**src/rtl/reloj_pkg.sv**
```systemverilog
// Shared clock-domain definitions: FSM encoding, field indices and BCD limits
// used by the time editor and its per-field counters.
package reloj_pkg;

  localparam logic [1:0] ST_IDLE   = 2'd0;
  localparam logic [1:0] ST_EDIT   = 2'd1;
  localparam logic [1:0] ST_COMMIT = 2'd2;

  localparam int F_SEG = 0;
  localparam int F_MIN = 1;
  localparam int F_HOR = 2;
  localparam int N_FIELDS = 3;

  localparam logic [7:0] MAX_HOR_DEF = 8'h23;
  localparam logic [7:0] MAX_MIN_DEF = 8'h59;

  // Two-digit decimal to packed BCD, used to turn the decimal limits into bytes.
  function automatic logic [7:0] to_bcd(input int v);
    logic [3:0] tens;
    logic [3:0] ones;
    tens = 4'((v / 10) % 10);
    ones = 4'(v % 10);
    return {tens, ones};
  endfunction

endpackage

```
**src/rtl/ajuste_hora_bcd_updown.sv**
```systemverilog
// One BCD time field: loadable register that counts up/down with wrap-around
// between 00 and MAX, clamping invalid loads to 00.
module bcd_updown
  import reloj_pkg::*;
#(
  parameter logic [7:0] MAX = MAX_MIN_DEF
) (
  input  logic       clk,
  input  logic       reset,
  input  logic       load,
  input  logic [7:0] din,
  input  logic       inc,
  input  logic       dec,
  output logic [7:0] q
);

  logic [7:0] q_reg;
  logic [7:0] inc_next;
  logic [7:0] dec_next;
  logic       din_ok;

  // Valid BCD bytes order the same way as their decimal values, so a plain
  // byte compare against MAX is a correct range check.
  always_comb begin
    din_ok = (din[3:0] <= 4'd9) && (din[7:4] <= 4'd9) && (din <= MAX);

    inc_next = q_reg + 8'd1;
    if (q_reg == MAX)
      inc_next = 8'h00;
    else if (q_reg[3:0] == 4'd9)
      inc_next = {q_reg[7:4] + 4'd1, 4'd0};

    dec_next = q_reg - 8'd1;
    if (q_reg == 8'h00)
      dec_next = MAX;
    else if (q_reg[3:0] == 4'd0)
      dec_next = {q_reg[7:4] - 4'd1, 4'd9};
  end

  always_ff @(posedge clk) begin
    if (reset)
      q_reg <= 8'h00;
    else if (load)
      q_reg <= din_ok ? din : 8'h00;
    else if (inc && !dec)
      q_reg <= inc_next;
    else if (dec && !inc)
      q_reg <= dec_next;
  end

  assign q = q_reg;

endmodule

```
**src/rtl/ajuste_hora.sv**
```systemverilog
// Time-field editor: captures the running time on edit entry, steps the
// selected BCD field from button pulses and strobes a commit on exit.
module ajuste_hora
  import reloj_pkg::*;
#(
  parameter int HOUR_MAX = 23,
  parameter int MIN_MAX  = 59
) (
  input  logic       clk,
  input  logic       reset,
  input  logic       edit,
  input  logic       up,
  input  logic       down,
  input  logic       sel,
  input  logic [7:0] hh_in,
  input  logic [7:0] mm_in,
  input  logic [7:0] ss_in,
  output logic [7:0] hh_out,
  output logic [7:0] mm_out,
  output logic [7:0] ss_out,
  output logic [1:0] cursor,
  output logic       editing,
  output logic       wr_stb
);

  localparam logic [7:0] HOR_BCD = to_bcd(HOUR_MAX);
  localparam logic [7:0] MIN_BCD = to_bcd(MIN_MAX);

  logic [1:0] state_reg;
  logic [1:0] cursor_reg;
  logic       load;
  logic       active;
  logic [N_FIELDS-1:0] inc_f;
  logic [N_FIELDS-1:0] dec_f;
  logic [7:0] din_f [N_FIELDS];
  logic [7:0] q_f   [N_FIELDS];

  // Pulses only count in EDIT while edit is still held; the exit cycle drops them.
  assign load   = (state_reg == ST_IDLE) && edit;
  assign active = (state_reg == ST_EDIT) && edit;

  assign din_f[F_SEG] = ss_in;
  assign din_f[F_MIN] = mm_in;
  assign din_f[F_HOR] = hh_in;

  genvar gi;
  generate
    for (gi = 0; gi < N_FIELDS; gi++) begin : g_field
      localparam logic [7:0] FMAX = (gi == F_HOR) ? HOR_BCD : MIN_BCD;

      assign inc_f[gi] = active && up   && (cursor_reg == 2'(gi));
      assign dec_f[gi] = active && down && (cursor_reg == 2'(gi));

      bcd_updown #(.MAX(FMAX)) u_field (
        .clk   (clk),
        .reset (reset),
        .load  (load),
        .din   (din_f[gi]),
        .inc   (inc_f[gi]),
        .dec   (dec_f[gi]),
        .q     (q_f[gi])
      );
    end
  endgenerate

  always_ff @(posedge clk) begin
    if (reset) begin
      state_reg  <= ST_IDLE;
      cursor_reg <= 2'd0;
    end else begin
      case (state_reg)
        ST_IDLE: begin
          if (edit) begin
            state_reg  <= ST_EDIT;
            cursor_reg <= 2'd0;
          end
        end
        ST_EDIT: begin
          if (!edit)
            state_reg <= ST_COMMIT;
          else if (sel)
            cursor_reg <= (cursor_reg == 2'd2) ? 2'd0 : cursor_reg + 2'd1;
        end
        ST_COMMIT: state_reg <= ST_IDLE;
        default:   state_reg <= ST_IDLE;
      endcase
    end
  end

  assign hh_out  = q_f[F_HOR];
  assign mm_out  = q_f[F_MIN];
  assign ss_out  = q_f[F_SEG];
  assign cursor  = cursor_reg;
  assign editing = (state_reg == ST_EDIT);
  assign wr_stb  = (state_reg == ST_COMMIT);

endmodule

```
**config.mk**
```make
export PLATFORM = sky130hd
export DESIGN_NAME = ajuste_hora
export DESIGN_NICKNAME = d
export VERILOG_FILES = /design/src/rtl/reloj_pkg.sv /design/src/rtl/ajuste_hora_bcd_updown.sv /design/src/rtl/ajuste_hora.sv
export SDC_FILE = /design/constraint.sdc
export NUM_CORES = 1
export LEC_CHECK = 0
export CAP_MARGIN = 5
export CORE_MARGIN = 2
export CORE_UTILIZATION = 55
export DETAILED_ROUTE_END_ITERATION = 12
export GPL_TIMING_DRIVEN = 1
export PLACE_DENSITY = 0.84
export REMOVE_ABC_BUFFERS = 1
export SLEW_MARGIN = 0
export SYNTH_ARGS = -nofsm -noshare
export SYNTH_HDL_FRONTEND = slang
export SYNTH_SLANG_ARGS = --single-unit
```
**constraint.sdc**
```tcl
create_clock -name clk -period 6.7 [get_ports clk]
set_clock_uncertainty 0.05 [all_clocks]
set_input_delay 1.34 -clock clk [delete_from_list [all_inputs] [get_ports clk]]
set_output_delay 1.34 -clock clk [all_outputs]
set_load 0.01 [all_outputs]
```
Word-level counts from Yosys, hierarchy flattened

Cells that the tools add are included.

Bits in registers: 28

Add/subtract/negate cells: 13
Order comparisons: 9
Eq/ne operators: 14
Mux-type cells: 32
Reductions and logical operators: 42

Operator list:

| operator                                                                          | number |
|---|---|
| 8-bit two-way mux                                                                 | 24 |
| 8-bit by 1-bit adder with 8-bit output (second input constant)                    | 3 |
| 4-bit less-or-equal comparator (second input constant)                            | 6 |
| 8-bit zero test                                                                   | 3 |
| 8-bit by 1-bit subtractor with 8-bit output (second input constant)               | 3 |
| 1-bit logical AND                                                                 | 22 |
| 8-bit by 7-bit == test with 1-bit output (second input constant)                  | 2 |
| 8-bit by 7-bit less-or-equal comparator with 1-bit output (second input constant) | 2 |
| 4-bit by 1-bit adder with 4-bit output (second input constant)                    | 3 |
| 4-bit == test (second input constant)                                             | 3 |
| 4-bit zero test                                                                   | 3 |
| 2-bit two-way mux                                                                 | 6 |
| 4-bit by 1-bit subtractor with 4-bit output (second input constant)               | 3 |
| 3-bit nonzero test                                                                | 3 |
| 8-bit by 6-bit == test with 1-bit output (second input constant)                  | 1 |
| 8-bit by 6-bit less-or-equal comparator with 1-bit output (second input constant) | 1 |
| 2-bit != test (second input constant)                                             | 4 |
| 2-bit case mux with 2 select lines                                                | 2 |
| 1-bit zero test                                                                   | 6 |
| 2-bit by 1-bit == test with 1-bit output (second input constant)                  | 2 |
| 2-bit == test (second input constant)                                             | 2 |
| 2-bit zero test                                                                   | 2 |
| 4-bit AND reduction                                                               | 1 |
| 2-bit by 1-bit adder with 2-bit output (second input constant)                    | 1 |
| 2 further kinds                                                                   | 2 |

Depth between registers and ports, before layout

Gate-level depths: netlist of run 1.

Word-level depth: 9
Gate-level depth with buffers: 9
Mapped depth without buffers: 8

By module

From an unflattened synthesis of run 1, not the netlist that was laid out.

Cell total of the unflattened synthesis: 406
Area total of the unflattened synthesis: 3,088.0 µm²

By module, submodules not included:

| module                               | times used | cells each | area each (µm²) | sequential area each (µm²) |
|---|---|---|---|---|
| bcd_updown at g_field[0].u_field ... | 2          | 124        | 945.9           | 160.2 |
| bcd_updown at g_field[2].u_field     | 1          | 130        | 982.2           | 160.2 |
| ajuste_hora                          | 1          | 28         | 214.0           | 80.1 |

Worst setup path after synthesis of run 1

Ideal clock, no wire load.

Kind: input -> register
Start: in edit
End: reg g_field[0].u_field.q_reg[4]
Library setup time: 0.134 ns
Arrival: 2.800 ns
Setup slack: 3.716 ns
Stages: 8
Cell sequence: and3b_2 -> and3_1 -> ha_1 -> clkbuf_1 -> o31a_1 -> a21o_1 -> a2111oi_0 -> nor4_1

Word-level cells in the longest chain between the ends: 7
Elaborated cells between the ends (all ways): 13
Classes of those cells: 2 x mux; 11 x reduce/logical

RTL lines:

| item                            | RTL line                     | text |
|---|---|---|
| start, declared                 | ajuste_hora.sv:11            | `input logic edit,` |
| 1-bit logical AND               | ajuste_hora.sv:40            | `assign active = (state_reg == ST_EDIT) && edit;` |
| 1-bit logical AND (2 in series) | ajuste_hora.sv:52            | `assign dec_f[gi] = active && down && (cursor_reg == 2'(gi));` |
| 1-bit zero test                 | ajuste_hora_bcd_updown.sv:45 | `else if (inc && !dec)` |
| 1-bit logical AND               | ajuste_hora_bcd_updown.sv:45 |  |
| 8-bit two-way mux               | ajuste_hora_bcd_updown.sv:45 |  |
| 8-bit two-way mux               | ajuste_hora_bcd_updown.sv:43 | `else if (load)` |
| end signal, assigned            | ajuste_hora_bcd_updown.sv:44 | `q_reg <= din_ok ? din : 8'h00;` |
| end signal, assigned            | ajuste_hora_bcd_updown.sv:46 | `q_reg <= inc_next;` |
| end signal, assigned            | ajuste_hora_bcd_updown.sv:48 | `q_reg <= dec_next;` |
| end, declared                   | ajuste_hora_bcd_updown.sv:17 | `logic [7:0] q_reg;` |

Parallel ways exist; a longest one is shown, timed or not.
A chain may end at the register's enable or synchronous reset.

Worst setup path in the final report of run 1

Same ends and word-level chain as after synthesis.

==> results of run 1 <==
-- stage by stage --
step                hold slack [ns]  total power, uW
floorplan                     0.418              337
global placement              0.478              413
detailed placement            0.483              418
CTS                           0.495              525
global route                  0.554              555
finish                        0.523              529
-- cell usage in the layout (no fill, tap or decap), types with 8 or more instances in the layout --
cell and count:
clkdlybuf4s50_1 57, nor2_1 32, a21oi_1 30, dfxtp_1 28, o21ai_0 25, nand2_1 24, ha_1 24, nor3_1 22
inv_1 19, nand3_1 19, nand2b_1 10, a31oi_1 9, nand3b_1 8, or3_1 8
-- worst reg2reg max path: stages (launching register included) --
cell     delay [ns]
dfxtp_1        0.42
inv_1          0.23
ha_1           0.36
or3b_2         0.54
o32ai_1        0.47
o32ai_1        0.24
mux2i_1        0.18
o31ai_1        0.08
-- cell families after synthesis --
family | count (synthesis)
AND/OR/NAND/NOR | 170
AO/OA/AOI/OAI | 131
buffers and inverters | 48
flip-flops | 28
adder cells (fa/ha/maj) | 24
XOR/XNOR | 10
multiplexers | 4
-- layer usage --
metal	part of all wire	global-route usage	wire, microns
met4	0.016	0.0825	137
met1	0.42	0.367	3740
met5	0	0	0
met2	0.49	0.488	4330
met3	0.068	0.0218	601
-- power groups by stage --
stage          combinational (uW)  clock [uW]  sequential, uW
2_1_floorplan                 131           0             206
3_3_place_gp                  203           0             209
3_5_place_dp                  208           0             209
4_1_cts                       210         110             205
5_1_grt                       233         113             210
6_report                      213         110             207
-- final cells by class --
type                            count  area share
Clock buffer                        4      0.0151
Inverter                           19      0.0195
Multi-Input combinational cell    339       0.629
Sequential cell                    28       0.153
Tap cell                           72      0.0246
Timing Repair Buffer               58       0.158
-- how the worst max path moves through the flow --
stage / from / slack, ns / to / cells after the start
after floorplan: edit / 3.69 / g_field[0].u_field.q[4] / 7
after global placement: edit / 3.02 / g_field[0].u_field.q[5] / 8
after detailed placement: edit / 2.91 / g_field[0].u_field.q[4] / 8
after CTS: edit / 3.19 / g_field[0].u_field.q[4] / 8
after global routing: edit / 2.96 / g_field[0].u_field.q[4] / 8
final: edit / 3.17 / g_field[0].u_field.q[4] / 8
==> impl_results.md, run 1 <==
- Outcome: complete, no violations
- Synth area leaders: dfxtp_1, ha_1, a21oi_1, o21ai_0, nor2_1
- Post-CTS setup repair buffer count: 0
- Row Count: 27
- Critical path required time: 6.84 ns
- Post-synth top cells: nor2_1, a21oi_1, dfxtp_1
- Worst Hold End: state_reg[1]
- Psw: 196 uW
- Flops & latches, synth: 28
- # clock sinks: 28
- DRC: 0
- Clock transition at path regs: 0.10 ns
- Filler cell count: 475
- Synth Area in XOR/XNOR: 0.0286
- RSZ-0062 raised after global routing: false
- Hold buffer count at CTS: 0
- Final Hold Viols: 0
- RR Endpoint: g_field[2].u_field.q[6]
- Skew-Pair Late Insertion Delay: 0.28 ns
- VDD IR-drop max: 0.0940 mV
- Share of layout cells above drive strength 1: 0.0513
- Worst endpoint data arrival time: 3.67 ns
- Ys async rst share: 0
- Overflow after GRT: 0
- Combinational fraction of design power: 0.402
- Largest net degree at the start of global routing: 33
- Starting Density: 0.563
- Core Util, Final: 0.672
- Critical Path Slowest Stage Cell: clkdlybuf4s50_1
- IO Port Bufs: 57
- Root buffer cell: clkbuf_8
- Worst-Margin Slew: 0.917 ns
- Die ar.: 6180 sq um
- Internal: 333 uW
- Critical path class: input pin to flop
- WHS Path Cells: 1
- Setup WS post-layout: 3.17 ns
- Tcrit/Tclk final: 0.527
- Die Ht: 78.6 microns
- Gp weighted congestion: 0.970
- Synthesis-to-finish area growth: 19.5%
- Dpl cell area: 3600 sq um
- Placed cell count: 516
- Final setup vio count: 0
- Pwr/cell area: 145 nW/um^2
- Slew headroom: 0.387
- Post-synthesis cell type count: 68
- Io pins: 58
- WL/cell: 16.9 microns
- Post-Syn Area: 3060 sq um
- Max reg flops: 24
- Finished Cell Area: 3660 sq um
- Depth of the CTS H-tree: 1
- Net switching share of the total power: 0.370
- Slew Limit Fails: 0
- Origin of the critical flop-to-flop path: g_field[2].u_field.q[1]
- Commonest register cell after synthesis: dfxtp_1
- Crit-path max FO: 18
- Post-place setup slack: 2.91 ns
- Max_cap viols: 0
- Final nets: 503
- Seq/Total Area, Yosys: 0.183
- Crit-path cells: clkdlybuf4s50_1 > and3b_2 > and3_1 > ha_1 > o31ai_1 > nor3_1 > a2111oi_0 > nor4_1
- Chip Width: 78.6 microns
- Drt pass-1 iters: 4
- Most common cell in the netlist: nor2_1
- Hold/Removal Path Class: flop to flop
- Post-synth top area cell: dfxtp_1
- Highest clock rate: 283 MHz
- Global-route wire length before repair: 14400 microns
- Number of global-route vias before repair: 3095
- Hold Startpoint: state_reg[1]
- # resized after CTS: 0
- GRT Util Overall: 0.280
- Core ar.: 5440 sq um
- Reg2Reg Depth: 7
- CP Capture Type: flop
- Multiplexer share of the synthesized area: 0.0139
- Simple logic cell fraction of the synthesized area: 0.312
- Adder-Cell Fraction of Synth Area: 0.0981
- Antenna Cells: 0
- CP Launch Type: input pin
- Post-synth top area share: 0.183
- Largest stage delay on the critical path: 0.55 ns
- Cells after Synth: 415
- Final WL: 8810 microns
- Synth Area in Compound Gates: 0.300
- Antenna viol nets, final: 0
- Tmin final: 3.53 ns
- Post-DP HPWL: 6490 microns
- Initial antenna violation count: 0
- Delay-heaviest family, CP: simple AND/OR/NAND/NOR gates
- Multi-input combinational cell area: 2300 sq um
- CTS tree: built
- P_leak: 0.00127 uW
- Total CTS buffers: 3
- Avg Cell Area, Syn: 7.37 sq um
- FF+latch area: 561 sq um
- Iter 0 DRT Violations: 253
- Clock buffer depth: 2
- R2R Setup Slk: 4.01 ns
- Sequential Power Share: 0.390
- Via-to-Cell Ratio: 6.63
- WP buf/inv: 1
- EDFF count, synth: 0
- Final setup TNS: 0 ns
- Combinational family with the most area after synthesis: simple AND/OR/NAND/NOR gates
- Synth Warn #: 0
- Fin cells: 520
- Clock power share: 0.207
- Vias: 3449
(Power assumes the default switching activity.)
==> inputs of run 2 (changes only) <==
--- a/config.mk
+++ b/config.mk
@@ -7,10 +7,10 @@
 export LEC_CHECK = 0
 export CAP_MARGIN = 5
 export CORE_MARGIN = 2
-export CORE_UTILIZATION = 55
+export CORE_UTILIZATION = 48
 export DETAILED_ROUTE_END_ITERATION = 12
 export GPL_TIMING_DRIVEN = 1
-export PLACE_DENSITY = 0.84
+export PLACE_DENSITY = 0.77
 export REMOVE_ABC_BUFFERS = 1
 export SLEW_MARGIN = 0
 export SYNTH_ARGS = -nofsm -noshare
==> constraint.sdc (replaced) <==
create_clock -name clk -period 3.1 [get_ports clk]
set_clock_uncertainty 0.05 [all_clocks]
set_input_delay 0.62 -clock clk [delete_from_list [all_inputs] [get_ports clk]]
set_output_delay 0.62 -clock clk [all_outputs]
set_load 0.01 [all_outputs]
==> run 2 against run 1 <==
Combinational power increased by 120%; setup slack worse by 2.7 ns; clock power increased by 86%; global-route usage down 3.4 points; register-to-register slack lost 3.5 ns; first-iteration DRC count shrank 14%.
==> impl_results.md, run 2 (synthesis gave the netlist of run 1 again) <==
- Share of layout cells above drive strength 1: 0.0639 (+0.0125)
- Depth of the CTS H-tree: 1 (unchanged)
- Final WL: 8890 microns (+0.98%)
- Largest net degree at the start of global routing: 23 (-30%)
- Max reg flops: 24 (unchanged)
- P_leak: 0.00129 uW (+2.2%)
- RSZ-0062 raised after global routing: false
- Worst endpoint data arrival time: 2.79 ns (-0.88 ns)
- Slew Limit Fails: 0 (unchanged)
- Outcome: complete, no violations
- Overflow after GRT: 0 (unchanged)
- Final setup TNS: 0 ns (unchanged)
- # clock sinks: 28 (unchanged)
- Post-CTS setup repair buffer count: 0 (unchanged)
- Chip Width: 83.9 microns (+6.7%)
- Most frequent cells in the layout: clkdlybuf4s50_1, nor2_1, a21oi_1
- Clock buffer depth: 2 (unchanged)
- Worst-Margin Slew: 0.836 ns (-0.0802 ns)
- Final Hold Viols: 0 (unchanged)
- Post-place setup slack: 0.174 ns (-2.73 ns)
- Skew-Pair Late Insertion Delay: 0.28 ns (about the same)
- Antenna Cells: 0 (unchanged)
- CTS tree: built
- Synthesis-to-finish area growth: 20.9%
- Max_cap viols: 0 (unchanged)
- Number of global-route vias before repair: 3054 (-1.3%)
- Clock transition at path regs: 0.10 ns (about the same)
- Finished Cell Area: 3700 sq um (+1.2%)
- Initial antenna violation count: 0 (unchanged)
- Highest clock rate: 375 MHz
- Critical path required time: 3.22 ns (-3.62 ns)
- Final setup vio count: 0 (unchanged)
- IO Port Bufs: 57 (unchanged)
- Tcrit/Tclk final: 0.860
- Gp weighted congestion: 0.981 (+1.2%)
- # resized after CTS: 0 (unchanged)
- Critical path class: input pin to flop
- Dpl cell area: 3660 sq um (+1.6%)
- CP Launch Type: input pin
- WL/cell: 16.7 microns (-1.1%)
- Hold buffer count at CTS: 0 (unchanged)
- Hold/Removal Path Class: flop to flop
- Root buffer cell: clkbuf_8
- DRC: 0 (unchanged)
- Die Ht: 83.9 microns (+6.7%)
- Filler cell count: 598 (+26%)
- GRT Util Overall: 0.246 (-0.0336)
- Global-route wire length before repair: 14600 microns (+1.9%)
- Antenna viol nets, final: 0 (unchanged)
- Drt pass-1 iters: 5 (+1)
- Core ar.: 6240 sq um (+15%)
- Most common cell after layout, fill and taps aside: clkdlybuf4s50_1
- Most used cell, CP: o21ai_0
- Die ar.: 7030 sq um (+14%)
- Setup WS post-layout: 0.434 ns (-2.74 ns)
- Crit-path max FO: 12 (-6)
- Final nets: 510 (+1.4%)
- Vias: 3462 (+0.38%)
- Tmin final: 2.67 ns
- Io pins: 58 (unchanged)
- Iter 0 DRT Violations: 218 (-14%)
- Row Count: 29 (+7.4%)
- Starting Density: 0.490 (-0.0723)
- VDD IR-drop max: 0.206 mV (+120%)
- Slew headroom: 0.441 (+0.0536)
- CP Capture Type: flop
- Critical Path Slowest Stage Cell: clkdlybuf4s50_1
- Pwr/cell area: 303 nW/um^2 (+110%)
- Largest stage delay on the critical path: 0.48 ns (-0.07 ns)
- Via-to-Cell Ratio: 6.52 (-1.7%)
- Crit-path cells: clkdlybuf4s50_1 > and3b_2 > and3_1 > ha_1 > inv_1 > o21ai_0 > o21a_1 > o21ai_0 > a21oi_1
- Post-DP HPWL: 6590 microns (+1.7%)
- Total CTS buffers: 3 (unchanged)
## run 2: cell count changes in the layout (fill, tap and decap cells not counted)
cell	change
clkbuf_8	-1
buf_4	+7
## run 2: area by class of cell
cell class	count	area [sq um]	share of cell area
Multi-Input combinational cell	339	2300	0.622
Timing Repair Buffer	65	631	0.170
Clock buffer	3	41.3	0.0112
Tap cell	77	96.3	0.0260
Inverter	19	71.3	0.0193
Sequential cell	28	561	0.151
## run 2: metrics by stage
| step | power [uW] | hold WS (ns) | std cells | utilization |
|---|---|---|---|---|
| after floorplan | 728 | 0.418 | 386 | - |
| after global placement | 901 | 0.451 | 528 | 0.586 |
| after detailed placement | 914 | 0.466 | 528 | 0.586 |
| after CTS | 1120 | 0.481 | 531 | 0.593 |
| after global routing | 1200 | 0.535 | 531 | 0.593 |
| final | 1120 | 0.488 | 531 | 0.593 |
## run 2: power breakdown
| part | leakage (uW) | total [uW] | switching [uW] | internal, uW |
|---|---|---|---|---|
| Combinational | 0.00104 | 471 | 238 | 233 |
| Clock | 0.0000216 | 205 | 118 | 87.5 |
| Sequential | 0.000229 | 447 | 65.4 | 381 |
## run 2: metal layers
layer	global-route usage	wire length, microns	vias up	part of all wire
met3	0.0326	703	23	0.079
met4	0.0762	194	0	0.022
met2	0.391	3990	182	0.45
met5	0	0	-	0
met1	0.346	4010	1614	0.45
li1	-	-	1643	-
## run 2: worst paths after layout
path / start / endpoint / slack [ns] / cells after the start
worst max-delay path: edit / g_field[0].u_field.q[3] / 0.43 / 9
worst min-delay path: state_reg[1] / state_reg[1] / 0.49 / 1
worst max register to register: g_field[1].u_field.q[0] / g_field[1].u_field.q[4] / 0.54 / 7
worst min register to register: state_reg[1] / state_reg[1] / 0.49 / 1
## run 2: critical path: cells and delay by family
kind                       cells  cell delay (ns)
and+or+nand+nor                2             0.47
AOI/OAI and AO/OA              4             0.51
adders and majority gates      1             0.45
buffers and inverters          2             0.74
==> inputs of run 3 (changes only) <==
--- a/config.mk
+++ b/config.mk
@@ -6,7 +6,6 @@
 export NUM_CORES = 1
 export LEC_CHECK = 0
 export CAP_MARGIN = 5
-export CORE_MARGIN = 2
 export CORE_UTILIZATION = 48
 export DETAILED_ROUTE_END_ITERATION = 12
 export GPL_TIMING_DRIVEN = 1
==> constraint.sdc (replaced) <==
create_clock -name clk -period 3.1 [get_ports clk]
set_clock_uncertainty 0.05 [all_clocks]
set_input_delay 0.62 -clock clk [delete_from_list [all_inputs] [get_ports clk]]
set_output_delay 0.62 -clock clk [all_outputs]
set_load 0.1 [all_outputs]
==> run 3 against run 2 <==
Global-route usage is 2.5 points higher; die area fell by 4.7%; clock power grew 43%; cell area down 1.4%; hold slack improved by 0.020 ns; largest cell class unchanged.
==> impl_results.md, run 3 (synthesis gave the netlist of run 1 again) <==
- RSZ-0062 raised after global routing: false
- Gp weighted congestion: 0.946 (-3.5%)
- Tcrit/Tclk final: 0.869 (+0.00933)
- Final nets: 509 (-0.20%)
- Core ar.: 6030 sq um (-3.4%)
- Placed cell count: 525 (-0.57%)
- IO Port Bufs: 57 (unchanged)
- WL/cell: 16.6 microns (-0.64%)
- Critical path required time: 3.21 ns (about the same)
- Clock buffer depth: 2 (unchanged)
- Synthesis-to-finish area growth: 19.3%
- Final WL: 8800 microns (-1.0%)
- Tmin final: 2.69 ns (+0.0289 ns)
- CTS tree: built
- Worst-Margin Slew: 0.533 ns (-0.303 ns)
- Critical path class: input pin to flop
- Worst endpoint data arrival time: 2.81 ns (+0.02 ns)
- Row Count: 28 (-3.4%)
- Clock transition at path regs: 0.10 ns (about the same)
- Max_cap viols: 0 (unchanged)
- Outcome: complete, no violations
- Die ar.: 6700 sq um (-4.7%)
- Largest net degree at the start of global routing: 33 (+43%)
- CP Capture Type: flop
- Slew Limit Fails: 0 (unchanged)
- Skew-Pair Late Insertion Delay: 0.28 ns (about the same)
- Hold buffer count at CTS: 0 (unchanged)
- Max reg flops: 24 (unchanged)
- Post-CTS setup repair buffer count: 0 (unchanged)
- Final Hold Viols: 0 (unchanged)
- Drt pass-1 iters: 5 (unchanged)
- VDD IR-drop max: 0.288 mV (+40%)
- Chip Width: 81.9 microns (-2.4%)
- Slew headroom: 0.635 (+0.195)
- Io pins: 58 (unchanged)
- Most common cell after layout, fill and taps aside: buf_4
- DRC: 0 (unchanged)
- GRT Util Overall: 0.271 (+0.0252)
- Number of global-route vias before repair: 3027 (-0.88%)
- Final setup vio count: 0 (unchanged)
- Depth of the CTS H-tree: 1 (unchanged)
- Initial antenna violation count: 0 (unchanged)
- Post-DP HPWL: 6590 microns (-0.13%)
- Crit-path max FO: 12 (unchanged)
- Share of layout cells above drive strength 1: 0.126 (+0.0617)
- Antenna Cells: 0 (unchanged)
- Core Util, Final: 0.606 (+0.0129)
- # clock sinks: 28 (unchanged)
- P_leak: 0.00135 uW (+4.7%)
- Vias: 3311 (-4.4%)
- Highest clock rate: 371 MHz (-1.1%)
- Die Ht: 81.9 microns (-2.4%)
- Hold/Removal Path Class: flop to flop
- Fin cells: 529 (-0.38%)
- Overflow after GRT: 0 (unchanged)
- Filler cell count: 573 (-4.2%)
- Total CTS buffers: 3 (unchanged)
- Via-to-Cell Ratio: 6.26 (-4.0%)
- Most frequent cells in the layout: buf_4, nor2_1, a21oi_1
- Total Power: 1350 uW (+20%)
- Starting Density: 0.508 (+0.0175)
- Antenna viol nets, final: 0 (unchanged)
- CP Launch Type: input pin
- Global-route wire length before repair: 14300 microns (-2.3%)
- Root buffer cell: clkbuf_8
- # resized after CTS: 0 (unchanged)
- Pwr/cell area: 369 nW/um^2 (+22%)
- Final setup TNS: 0 ns (unchanged)
- Iter 0 DRT Violations: 259 (+19%)
-- run 3: changes by cell type in the layout (fill, tap and decap cells not counted) --
cell / change
buf_4: +27
bufinv_16: +1
clkdlybuf4s50_1: -28
-- run 3: worst paths after layout --
check	from	to	slack [ns]	cells past startpoint
worst min register to register	g_field[2].u_field.q[7]	g_field[2].u_field.q[7]	0.51	2
worst max-delay path	edit	g_field[0].u_field.q[4]	0.41	7
worst min-delay path	g_field[2].u_field.q[7]	g_field[2].u_field.q[7]	0.51	2
worst max register to register	g_field[1].u_field.q[0]	g_field[1].u_field.q[4]	0.59	7
-- run 3: through the flow --
stage	setup slack (ns)	area, sq um	hold slack, ns
finish	0.406	3650	0.508
global route	0.243	3650	0.547
CTS	0.451	3650	0.504
detailed placement	0.163	3580	0.485
global placement	0.219	3580	0.488
floorplan	0.285	2930	0.418
-- run 3: critical path, stage by stage --
cell and delay (ns):
clkdlybuf4s50_1 0.50, and3b_2 0.30, and3_1 0.19, ha_1 0.45, a21o_1 0.21, a2111oi_0 0.43, nor4_1 0.10
-- run 3: layout make-up --
class / count / area (sq um) / area share
clock buffer: 3 / 41.3 / 0.0113
clock inverter: 1 / 30.0 / 0.00822
inverter: 19 / 71.3 / 0.0195
multi-input combinational: 339 / 2300 / 0.630
sequential: 28 / 561 / 0.154
tap: 75 / 93.8 / 0.0257
timing repair buffer: 64 / 553 / 0.151
-- run 3: layer usage --
layer  vias to the layer above  part of all wire  track usage  wire length [microns]
met5                         -                 0            0                      0
met4                         0             0.011       0.0772                     97
met3                         9             0.071       0.0200                    625
met2                       144              0.47        0.457                   4110
met1                      1520              0.45        0.368                   3960
li1                       1638                 -            -                      -
-- run 3: report_power, final --
part / total [uW] / internal [uW] / switching [uW]
clock network: 294 / 173 / 121
logic: 605 / 223 / 382
registers: 448 / 381 / 66.6
